File: config.mk
export PLATFORM = sky130hd
export DESIGN_NAME = reg_wb_arbiter
export DESIGN_NICKNAME = d
export VERILOG_FILES = /design/src/rtl/reg_wb_arbiter.sv
export SDC_FILE = /design/constraint.sdc
export NUM_CORES = 1
export LEC_CHECK = 0
export CORE_MARGIN = 2
export CORE_UTILIZATION = 31
export DETAILED_ROUTE_END_ITERATION = 10
export GPL_TIMING_DRIVEN = 0
export HOLD_SLACK_MARGIN = 0.05
export PLACE_DENSITY = 0.59
export SYNTH_ARGS = -nofsm -noshare
export SYNTH_HDL_FRONTEND = slang
export SYNTH_SLANG_ARGS = --single-unit
File: constraint.sdc
create_clock -name clk -period 7.2 [get_ports clk]
set_input_delay 1.44 -clock clk [delete_from_list [all_inputs] [get_ports clk]]
set_output_delay 1.44 -clock clk [all_outputs]
set_load 0.005 [all_outputs]
File: src/rtl/reg_wb_arbiter.sv
// reg_wb_arbiter
//   Arbitrates N_REQ writeback requesters onto the single register-file write
//   port.
//     Requester roles: 0 = ALU result, 1 = autoincrement, 2 = memory load.
//   Arbitration is round-robin. A requester that has lost MAX_WAIT times in a
//   row gets forced priority.
//   The winning write is registered and appears one cycle after the grant.
//   Destination routing:
//     R0-R2  -> special-register load port (the register file owns PC/SP/SR).
//     R3     -> discarded, because R3 is the constant generator.
//
// Ports
//   clk, rst           rising-edge clock, synchronous active-high reset
//   stall              hold from the control unit; blocks new grants
//   req_valid/da/din   per-requester write request (4-bit da, 16-bit din slices)
//   req_ready          one-hot grant
//   RW/DA/Din          register-file write port (R4-R15)
//   spec_wr/sel/data   special-register load (0=PC, 1=SP, 2=SR)
//   wr_dropped         pulse when an accepted write targeted R3
module reg_wb_arbiter #(
    parameter int N_REQ    = 3,
    parameter int MAX_WAIT = 4
) (
    input  logic                  clk,
    input  logic                  rst,
    input  logic                  stall,
    input  logic [N_REQ-1:0]      req_valid,
    input  logic [4*N_REQ-1:0]    req_da,
    input  logic [16*N_REQ-1:0]   req_din,
    output logic [N_REQ-1:0]      req_ready,
    output logic                  RW,
    output logic [3:0]            DA,
    output logic [15:0]           Din,
    output logic                  spec_wr,
    output logic [1:0]            spec_sel,
    output logic [15:0]           spec_data,
    output logic                  wr_dropped
);

    localparam int         PTR_W = $clog2(N_REQ);
    localparam logic [3:0] SAT   = 4'(MAX_WAIT);

    logic [PTR_W-1:0] rr_ptr;
    logic [3:0]       wait_cnt [N_REQ];
    logic             grant_valid;
    logic [PTR_W-1:0] grant_idx;
    logic             forced_found;
    logic [3:0]       win_da;
    logic [15:0]      win_din;
    logic             xfer;

    // Grant selection. A saturated waiter (lowest index first) overrides the
    // round-robin scan, which starts just after the last winner.
    always_comb begin
        grant_valid  = 1'b0;
        grant_idx    = '0;
        forced_found = 1'b0;
        if (!rst && !stall) begin
            for (int i = 0; i < N_REQ; i++) begin
                if (!forced_found && req_valid[i] && wait_cnt[i] == SAT) begin
                    forced_found = 1'b1;
                    grant_idx    = PTR_W'(i);
                end
            end
            grant_valid = forced_found;
            for (int k = 1; k <= N_REQ; k++) begin
                for (int j = 0; j < N_REQ; j++) begin
                    if (!grant_valid && req_valid[j] &&
                        j == (int'(rr_ptr) + k) % N_REQ) begin
                        grant_valid = 1'b1;
                        grant_idx   = PTR_W'(j);
                    end
                end
            end
        end
    end

    // One-hot ready plus a mux that selects the winner's address and data.
    always_comb begin
        req_ready = '0;
        win_da    = '0;
        win_din   = '0;
        for (int j = 0; j < N_REQ; j++) begin
            if (grant_valid && grant_idx == PTR_W'(j)) begin
                req_ready[j] = 1'b1;
                win_da       = req_da[4*j +: 4];
                win_din      = req_din[16*j +: 16];
            end
        end
    end

    assign xfer = |(req_valid & req_ready);

    // Arbitration state. The pointer resets to the last index so that
    // requester 0 is first in line.
    always_ff @(posedge clk) begin
        if (rst) begin
            rr_ptr <= PTR_W'(N_REQ - 1);
        end else if (xfer) begin
            rr_ptr <= grant_idx;
        end
    end

    // Wait counters. These keep counting through a stall, so a long stall
    // can leave several requesters saturated at once.
    always_ff @(posedge clk) begin
        for (int i = 0; i < N_REQ; i++) begin
            if (rst || !req_valid[i] || req_ready[i]) begin
                wait_cnt[i] <= '0;
            end else if (wait_cnt[i] < SAT) begin
                wait_cnt[i] <= wait_cnt[i] + 4'd1;
            end
        end
    end

    // Registered output stage. Strobes last one cycle. Address and data hold
    // their last values between writes.
    always_ff @(posedge clk) begin
        if (rst) begin
            RW         <= 1'b0;
            DA         <= '0;
            Din        <= '0;
            spec_wr    <= 1'b0;
            spec_sel   <= '0;
            spec_data  <= '0;
            wr_dropped <= 1'b0;
        end else begin
            RW         <= 1'b0;
            spec_wr    <= 1'b0;
            wr_dropped <= 1'b0;
            if (xfer) begin
                case (win_da)
                    4'd0: begin
                        spec_wr   <= 1'b1;
                        spec_sel  <= 2'd0;
                        spec_data <= {win_din[15:1], 1'b0};
                    end
                    4'd1, 4'd2: begin
                        spec_wr   <= 1'b1;
                        spec_sel  <= win_da[1:0];
                        spec_data <= win_din;
                    end
                    4'd3: begin
                        wr_dropped <= 1'b1;
                    end
                    default: begin
                        RW  <= 1'b1;
                        DA  <= win_da;
                        Din <= win_din;
                    end
                endcase
            end
        end
    end

endmodule
# Word level (Yosys, flattened, before mapping)
# Memories as Yosys holds them, arrays and structs flattened.
# Cells that the tools add are included.
[word_totals]
ff_bits = 43
ram_bits = 12
in_bits = 66
out_inout_bits = 44
elab_cells = 171
mem_count = 1
[mem_list]
columns = ["memory", "words", "width", "read_ports", "rd_ports_with_merged_regs", "wr", "line", "source"]
rows = [
  ["wait_cnt", 3, 4, 3, 0, 3, "44", "logic [3:0] wait_cnt [N_REQ];"],
]
[op_classes]
add_sub_neg = 6
div = 3
order_cmp = 3
eq_ne = 14
n_mux = 68
bitwise = 6
reduce_logical = 62
[op_table]
columns = ["operator", "n"]
rows = [
  ["2-bit by 32-bit == test with 1-bit output (first input constant)", 3],
  ["3-bit by 32-bit == test with 1-bit output (first input constant)", 3],
  ["32-bit zero test", 3],
  ["32-bit by 3-bit remainder unit with 32-bit output (second input constant)", 3],
  ["16-bit two-way mux", 3],
  ["1-bit two-way mux", 46],
  ["16-bit case mux with 2 select lines", 1],
  ["1-bit logical AND", 27],
  ["4-bit two-way mux", 6],
  ["2-bit two-way mux", 11],
  ["1-bit zero test", 16],
  ["4-bit by 1-bit adder with 4-bit output (second input constant)", 3],
  ["4-bit by 3-bit == test with 1-bit output (second input constant)", 3],
  ["4-bit by 3-bit less-than comparator with 1-bit output (second input constant)", 3],
  ["4-bit by 2-bit == test with 1-bit output (second input constant)", 2],
  ["2-bit by 2-bit adder with 3-bit output (second input constant)", 2],
  ["1-bit logical OR", 6],
  ["3-bit OR reduction", 2],
  ["4-bit by 1-bit == test with 1-bit output (second input constant)", 1],
  ["4-bit zero test", 1],
  ["2-bit case mux with 2 select lines", 1],
  ["2-bit AND reduction", 2],
  ["2-bit OR reduction", 2],
  ["4-bit OR reduction", 1],
  ["other kinds (8)", 11],
]

# Longest topological paths before layout
# Gate-level depths: netlist of the first run.
# An unclocked memory read counts as a cell.
[depth]
ltp_word = 69
mapped_depth = 13
depth_no_buf = 10

# Least setup slack after synthesis of the first run
# No wires, ideal clock.
[synth_timing]
path_kind = "input -> output"
from = "input req_valid[2]"
to = "output req_ready[2]"
arrival_time_ns = 2.852
required_time_ns = 5.760
path_slack_ns = 2.908
path_stages = 7
path_buffers = 3
path_cell_list = "buf_4 -> a21bo_1 -> o41a_1 -> a21o_2 -> buf_2 -> clkbuf_1 -> inv_1"
[synth_via]
elab_chain_cells = 52
elab_cells_between_ends = 63
classes_between = "eq/ne: 1; mux: 32; reduce/logical: 30"
[synth_rtl]
columns = ["element", "line", "source"]
rows = [
  ["from (decl)", "27", "input logic [N_REQ-1:0] req_valid,"],
  ["1-bit logical AND (2 in a row)", "60", "if (!forced_found && req_valid[i] && wait_cnt[i] == SAT) begin"],
  ["1-bit two-way mux", "60", ""],
  ["1-bit two-way mux", "58", "if (!rst && !stall) begin"],
  ["1-bit zero test", "68", "if (!grant_valid && req_valid[j] &&"],
  ["1-bit logical AND (2 in a row)", "68", ""],
  ["1-bit two-way mux", "68", ""],
  ["1-bit two-way mux", "58", ""],
  ["1-bit zero test", "68", ""],
  ["[33 not listed]", "-", ""],
  ["1-bit two-way mux", "58", ""],
  ["1-bit zero test", "68", ""],
  ["1-bit logical AND (2 in a row)", "68", ""],
  ["2-bit two-way mux", "68", ""],
  ["2-bit two-way mux", "58", ""],
  ["2-bit == test", "84", "if (grant_valid && grant_idx == PTR_W'(j)) begin"],
  ["1-bit logical AND (*)", "84", ""],
  ["1-bit two-way mux (*)", "84", ""],
  ["to (decl)", "30", "output logic [N_REQ-1:0] req_ready,"],
]
# Every way passes the cells marked *; elsewhere a longest branch is shown, timed or not. The select of a mux whose other input is x is not followed.

# Worst setup path after layout of the first run
[layout_timing]
from = "input req_valid[0]"
to = "output req_ready[1]"
[layout_via]
elab_chain_cells = 61
elab_cells_between_ends = 73
classes_between = "eq/ne: 1; mux: 37; reduce/logical: 35"
[layout_rtl]
columns = ["element", "line"]
rows = [
  ["1-bit logical AND", "60"],
  ["1-bit two-way mux", "60"],
  ["1-bit two-way mux", "58"],
  ["1-bit zero test", "60"],
  ["1-bit logical AND (2 in a row)", "60"],
  ["1-bit two-way mux", "60"],
  ["1-bit two-way mux", "58"],
  ["1-bit zero test", "60"],
  ["[43 not listed]", "-"],
  ["1-bit two-way mux", "58"],
  ["1-bit zero test", "68"],
  ["1-bit logical AND (2 in a row)", "68"],
  ["2-bit two-way mux", "68"],
  ["2-bit two-way mux", "58"],
  ["2-bit by 1-bit == test with 1-bit output", "84"],
  ["1-bit logical AND (*)", "84"],
  ["1-bit two-way mux (*)", "84"],
]
# Marks and branches as above.

==> flow_summary.json, run 1 <==
{
  "status": "finished clean",
  "clk_pin_slew_ns": 0.10,
  "dp_hpwl_microns": 6500,
  "cts_tree": "yes",
  "finalCritPeriodShare_pct": 78.2,
  "wl_microns": 8530,
  "fin_hold_ws_ns": 0.467,
  "ys.flop_type": "dfxtp_1",
  "cts_buffers": 5,
  "ys_seq_area_share_pct": 41.3,
  "power.density_nw_per_um2": 179,
  "first_pass_iters": 4,
  "vias": 2735,
  "fin_crit_ns": 5.63,
  "cts_buffer_depth": 2,
  "rsz0062_at_grt": "no",
  "hold_buffers": 0,
  "grt_start_max_net_pins": 17,
  "syn_inst": 322,
  "syn_area_per_cell_sq_um": 9.19,
  "ioPinCount": 110,
  "post_cts_buffers": 0,
  "fmax_mhz": 178,
  "fp.coreArea_sq_um": 9240,
  "post-route-drc-count": 0,
  "cp.arrival_ns": 4.19,
  "synth_compound_area_share_pct": 14.8,
  "synth_cell_types": 56,
  "synth-edff-count": 12,
  "grt_pass1_wl_microns": 13200,
  "grtUsageTotal_pct": 16.6,
  "die_area_sq_um": 10300,
  "startpoint_type": "input port",
  "ys_ff_latch": 55,
  "endpoint_kind": "output pin",
  "synth_warnings": 0,
  "synth.area.top_cells": "dfxtp_1, edfxtp_1, nor2_1",
  "crit_start": "req_valid[0]",
  "start_util_pct": 32.0,
  "synthAdderAreaFrac_pct": 3.38,
  "hold_violations": 0,
  "clk_latency_ns": 0.31,
  "synthMuxAreaShare_pct": 12.1,
  "cts_sinks": 55,
  "area_delta_synth_final_pct": 45.1,
  "ys_top_cells_by_count": "nor2_1, dfxtp_1, nand2_1",
  "hold_class": "reg -> reg",
  "finalSetupTns_ns": 0,
  "worst_pin_slew_ns": 0.572,
  "async_reset_ff_share_pct": 0,
  "slew_viol_final": 0,
  "antenna_found_initial": 0,
  "die_h_microns": 102,
  "layout.nets": 512,
  "syn_area_sq_um": 2960,
  "yosys.area.top_type": "dfxtp_1",
  "synth_top_family_by_area": "simple AND/OR/NAND/NOR gates",
  "fin_skew_ns": 0.0134,
  "antenna_left": 0,
  "cp_max_fo": 10,
  "num_antenna_cells": 0,
  "ctsResizeCount": 0,
  "grt.overflow.total": 0,
  "port_buffers": 107,
  "synth_xor_area_share_pct": 0.296,
  "wl_per_cell_microns": 15.0,
  "reg2reg_from": "wait_cnt[0][0]",
  "reg2reg_to": "spec_data[4]",
  "ir_worst_vdd_v": 0.0000692,
  "die-width_microns": 102,
  "synth_top_area_share_pct": 29.1,
  "drt_iter0_drc": 68,
  "n_fill_cell": 906,
  "grt_pass1_vias": 2656,
  "num_rows": 35,
  "via_per_inst": 4.82,
  "relSlewSlack_pct": 61.9,
  "clockRootBuffer": "clkbuf_8",
  "reg2reg_depth": 13,
  "htreeDepth": 2,
  "critPathKind": "in -> out",
  "reg2reg_slack_ns": 3.89,
  "worstPathRequired_ns": 5.76,
  "synthSimpleGateAreaFrac_pct": 22.1,
  "p_leak_nw": 1.67,
  "synth_most_common_cell": "nor2_1",
  "crit_path_end": "req_ready[1]",
  "maxCapViolations": 0,
  "drive_above_1_share_pct": 9.11,
  "setup_viol": 0,
  "place_congestion": 0.855
}
[how the worst min path moves through the flow]
stage / from / end / slack, ns / cells past startpoint
2_1_floorplan: DA[0] / DA[0] / 0.45 / 2
3_3_place_gp: DA[1] / DA[1] / 0.45 / 2
5_1_grt: spec_data[0] / spec_data[0] / 0.49 / 2
6_report: DA[0] / DA[0] / 0.47 / 2
4_1_cts: DA[0] / DA[0] / 0.47 / 2
3_5_place_dp: DA[1] / DA[1] / 0.45 / 2
[cell type report]
| class | instances | area [sq um] | area share [%] |
|---|---|---|---|
| Timing Repair Buffer | 107 | 1070 | 24.9 |
| Sequential cell | 55 | 1220 | 28.4 |
| Buffer | 21 | 119 | 2.77 |
| Clock inverter | 1 | 8.76 | 0.204 |
| Inverter | 15 | 56.3 | 1.31 |
| Clock buffer | 7 | 86.3 | 2.01 |
| Tap cell | 129 | 161 | 3.76 |
| Multi-Input combinational cell | 233 | 1570 | 36.5 |
[where the power goes]
group / internal [W] / switching, W / total [W]
clock: 0.0000790 / 0.0000989 / 0.000178
sequential: 0.000339 / 0.0000134 / 0.000352
combinational: 0.000127 / 0.000112 / 0.000240
[cell families after synthesis]
group | count (synthesis)
AOI/OAI and AO/OA | 57
xor gates and xnor gates | 1
adders and majority gates | 8
buffers and inverters | 36
DFF | 55
muxes | 31
other | 1
and+or+nand+nor | 133
[layer usage]
| layer | up-vias | GRT usage [%] | part of all wire (%) |
|---|---|---|---|
| li1 | 1365 | - | - |
| met1 | 1282 | 20.5 | 45 |
| met2 | 79 | 28.9 | 48 |
| met3 | 9 | 3.52 | 4.8 |
| met4 | 0 | 4.89 | 1.5 |
| met5 | - | 0 | 0 |
[critical path: stages]
cell,delay [ns]
clkdlybuf4s50_1,0.50
buf_6,0.14
o21ai_0,0.12
o211a_1,0.27
a22oi_1,0.35
clkinv_1,0.46
clkbuf_1,0.38
clkdlybuf4s50_1,0.52
[sequential cells by signal (all words and copies together), names as in the netlist]
signal / count
spec_sel: 2
spec_data: 16
wr_dropped: 1
wait_cnt: 12
spec_wr: 1
rr_ptr: 2
DA: 4
RW: 1
Din: 16
[metrics by stage]
stage / power (W) / std cells / cell area (sq um) / setup WS, ns / util, %
CTS: 0.000779 / 568 / 4290 / 1.51 / 46.5
finish: 0.000770 / 568 / 4290 / 1.57 / 46.5
global route: 0.000813 / 568 / 4290 / 1.34 / 46.5
detailed placement: 0.000600 / 560 / 4200 / 1.52 / 45.4
global placement: 0.000598 / 560 / 4200 / 1.57 / 45.4
floorplan: 0.000492 / 324 / 2970 / 2.91 / -
[placed cells by master (no fill, tap or decap), types with 13 or more instances in the layout]
cell type	n
nor2b_1	15
nand3_1	21
inv_1	14
mux2i_1	16
nand2_1	26
a31oi_1	18
clkbuf_1	13
nor2_1	44
clkdlybuf4s50_1	107
dfxtp_1	43
Note: power is estimated with default switching activity, not from simulation.
==> run 2: changes to the inputs <==
--- a/config.mk
+++ b/config.mk
@@ -10,7 +10,7 @@
 export DETAILED_ROUTE_END_ITERATION = 10
 export GPL_TIMING_DRIVEN = 0
 export HOLD_SLACK_MARGIN = 0.05
-export PLACE_DENSITY = 0.59
+export PLACE_DENSITY = 0.62
 export SYNTH_ARGS = -nofsm -noshare
 export SYNTH_HDL_FRONTEND = slang
 export SYNTH_SLANG_ARGS = --single-unit
==> constraint.sdc (replaced) <==
create_clock -name clk -period 4.7 [get_ports clk]
set_input_delay 0.94 -clock clk [delete_from_list [all_inputs] [get_ports clk]]
set_output_delay 0.94 -clock clk [all_outputs]
set_load 0.005 [all_outputs]
==> flow_summary.json, run 2 (synthesis gave the netlist of run 1 again) <==
{
  "clk_latency_ns": 0.32,
  "finalCritPeriodShare_pct": 96.6,
  "post-route-drc-count": 0,
  "critPathKind": "in -> out",
  "crit_start": "req_valid[0]",
  "reg2reg_to": "Din[7]",
  "power.density_nw_per_um2": 282,
  "area_delta_synth_final_pct": 45.6,
  "layout_commonest_cell": "clkdlybuf4s50_1",
  "fp.coreArea_sq_um": 9240,
  "largestRegisters": "Din: 16 flops, spec_data: 16 flops, wait_cnt: 12 flops",
  "ir_worst_vdd_v": 0.000110,
  "cts_buffer_depth": 2,
  "vias": 2767,
  "p_leak_nw": 1.68,
  "swShare_pct": 29.7,
  "place_congestion": 0.881,
  "startpoint_type": "input port",
  "port_buffers": 107,
  "cts_buffers": 5,
  "die_h_microns": 102,
  "reg2reg_depth": 11,
  "seqPwrFrac_pct": 44.4,
  "fmax_mhz": 220,
  "die_area_sq_um": 10300,
  "worstPathRequired_ns": 3.76,
  "grt_pass1_vias": 2762,
  "ioPinCount": 110,
  "num_rows": 35,
  "wl_microns": 8800,
  "layout.nets": 512,
  "htreeDepth": 2,
  "via_per_inst": 4.87,
  "rsz0062_at_grt": "no",
  "grt_pass1_wl_microns": 13700,
  "antenna_found_initial": 0,
  "power_w": 0.00122,
  "ff_latch_area_sq_um": 1220,
  "clk_pin_slew_ns": 0.10,
  "endpoint_kind": "output pin",
  "fin_crit_ns": 4.54,
  "grt.overflow.total": 0,
  "cts_tree": "yes",
  "hold_class": "reg -> reg",
  "clkPwrFrac_pct": 25.1,
  "relSlewSlack_pct": 58.7,
  "post_cts_buffers": 0,
  "grt_start_max_net_pins": 19,
  "die-width_microns": 102,
  "num_antenna_cells": 0,
  "final_cell_mix": "clkdlybuf4s50_1, nor2_1, dfxtp_1",
  "fin_skew_ns": 0.0189,
  "hold_start": "DA[0]",
  "worst_pin_slew_ns": 0.614,
  "finalSetupTns_ns": 0,
  "reg2reg_slack_ns": 1.40,
  "pre_cts_slack_ns": 0.0103,
  "multi_input_area_sq_um": 1570,
  "dp_hpwl_microns": 6600,
  "start_util_pct": 32.0,
  "combPwrFrac_pct": 30.5,
  "antenna_left": 0,
  "setup_viol": 0,
  "fin_ws_ns": 0.161,
  "clockRootBuffer": "clkbuf_8",
  "first_pass_iters": 4,
  "hold_violations": 0,
  "maxCapViolations": 0,
  "cp.arrival_ns": 3.60,
  "drive_above_1_share_pct": 9.57,
  "slew_viol_final": 0,
  "grtUsageTotal_pct": 17.1,
  "cts_sinks": 55,
  "reg2reg_from": "rr_ptr[0]",
  "status": "finished clean",
  "hold_buffers": 0,
  "net-switching-power_w": 0.000361,
  "n_fill_cell": 906,
  "crit_path_end": "req_ready[1]",
  "p_int_w": 0.000854,
  "drt_iter0_drc": 113,
  "fin_util_pct": 46.6,
  "cp_max_fo": 10,
  "wl_per_cell_microns": 15.5
}
run 2: cell count changes in the layout (fill, tap and decap cells not counted):
cell,change
clkbuf_1,-1
clkbuf_16,+1
clkbuf_8,-1
clkinv_1,-1
clkinv_4,-1
clkinvlp_4,+1
inv_2,+1
inv_6,+1
run 2: worst min-delay path by stage:
stage,end,slack (ns),depth (start not counted)
after detailed placement,DA[0],0.45,2
after global placement,DA[1],0.44,2
after CTS,DA[0],0.48,2
after floorplan,DA[0],0.45,2
final,DA[0],0.47,2
after global routing,DA[0],0.49,2
run 2: power groups by stage:
stage | sequential (W) | clock, W | combinational [W]
2_1_floorplan | 0.000550 | 0 | 0.000204
3_3_place_gp | 0.000549 | 0 | 0.000366
3_5_place_dp | 0.000551 | 0 | 0.000371
4_1_cts | 0.000540 | 0.000313 | 0.000372
5_1_grt | 0.000546 | 0.000328 | 0.000405
6_report | 0.000540 | 0.000305 | 0.000371
run 2: through the flow:
step	area, sq um	hold WS [ns]	instances
finish	4310	0.471	568
global route	4310	0.490	568
floorplan	2970	0.448	324
detailed placement	4200	0.452	560
global placement	4200	0.441	560
CTS	4310	0.475	568
run 2: per-layer routing:
metal,wire (microns),track usage [%]
met1,3740,20.6
met2,4310,30.1
met3,609,3.52
met4,139,5.93
met5,0,0
run 2: final cells by class:
cell class,instances,area share [%]
Multi-Input combinational cell,233,36.4
Timing Repair Buffer,107,24.9
Clock inverter,2,0.378
Inverter,15,1.31
Clock buffer,6,2.18
Buffer,21,2.76
Sequential cell,55,28.3
Tap cell,129,3.75
run 2: critical path, stage by stage:
cell             delay, ns
clkdlybuf4s50_1       0.44
buf_6                 0.16
a21boi_0              0.26
o211a_1               0.26
a22oi_1               0.17
inv_2                 0.24
clkbuf_1              0.50
clkdlybuf4s50_1       0.61
run 2: repair_timing:
| item | 4_1_cts | 5_1_grt |
|---|---|---|
| hold endpoints to repair | 0 | 0 |
| endpoints found under the setup margin | 0 | 1 |
| gates resized for setup | 0 | 1 |
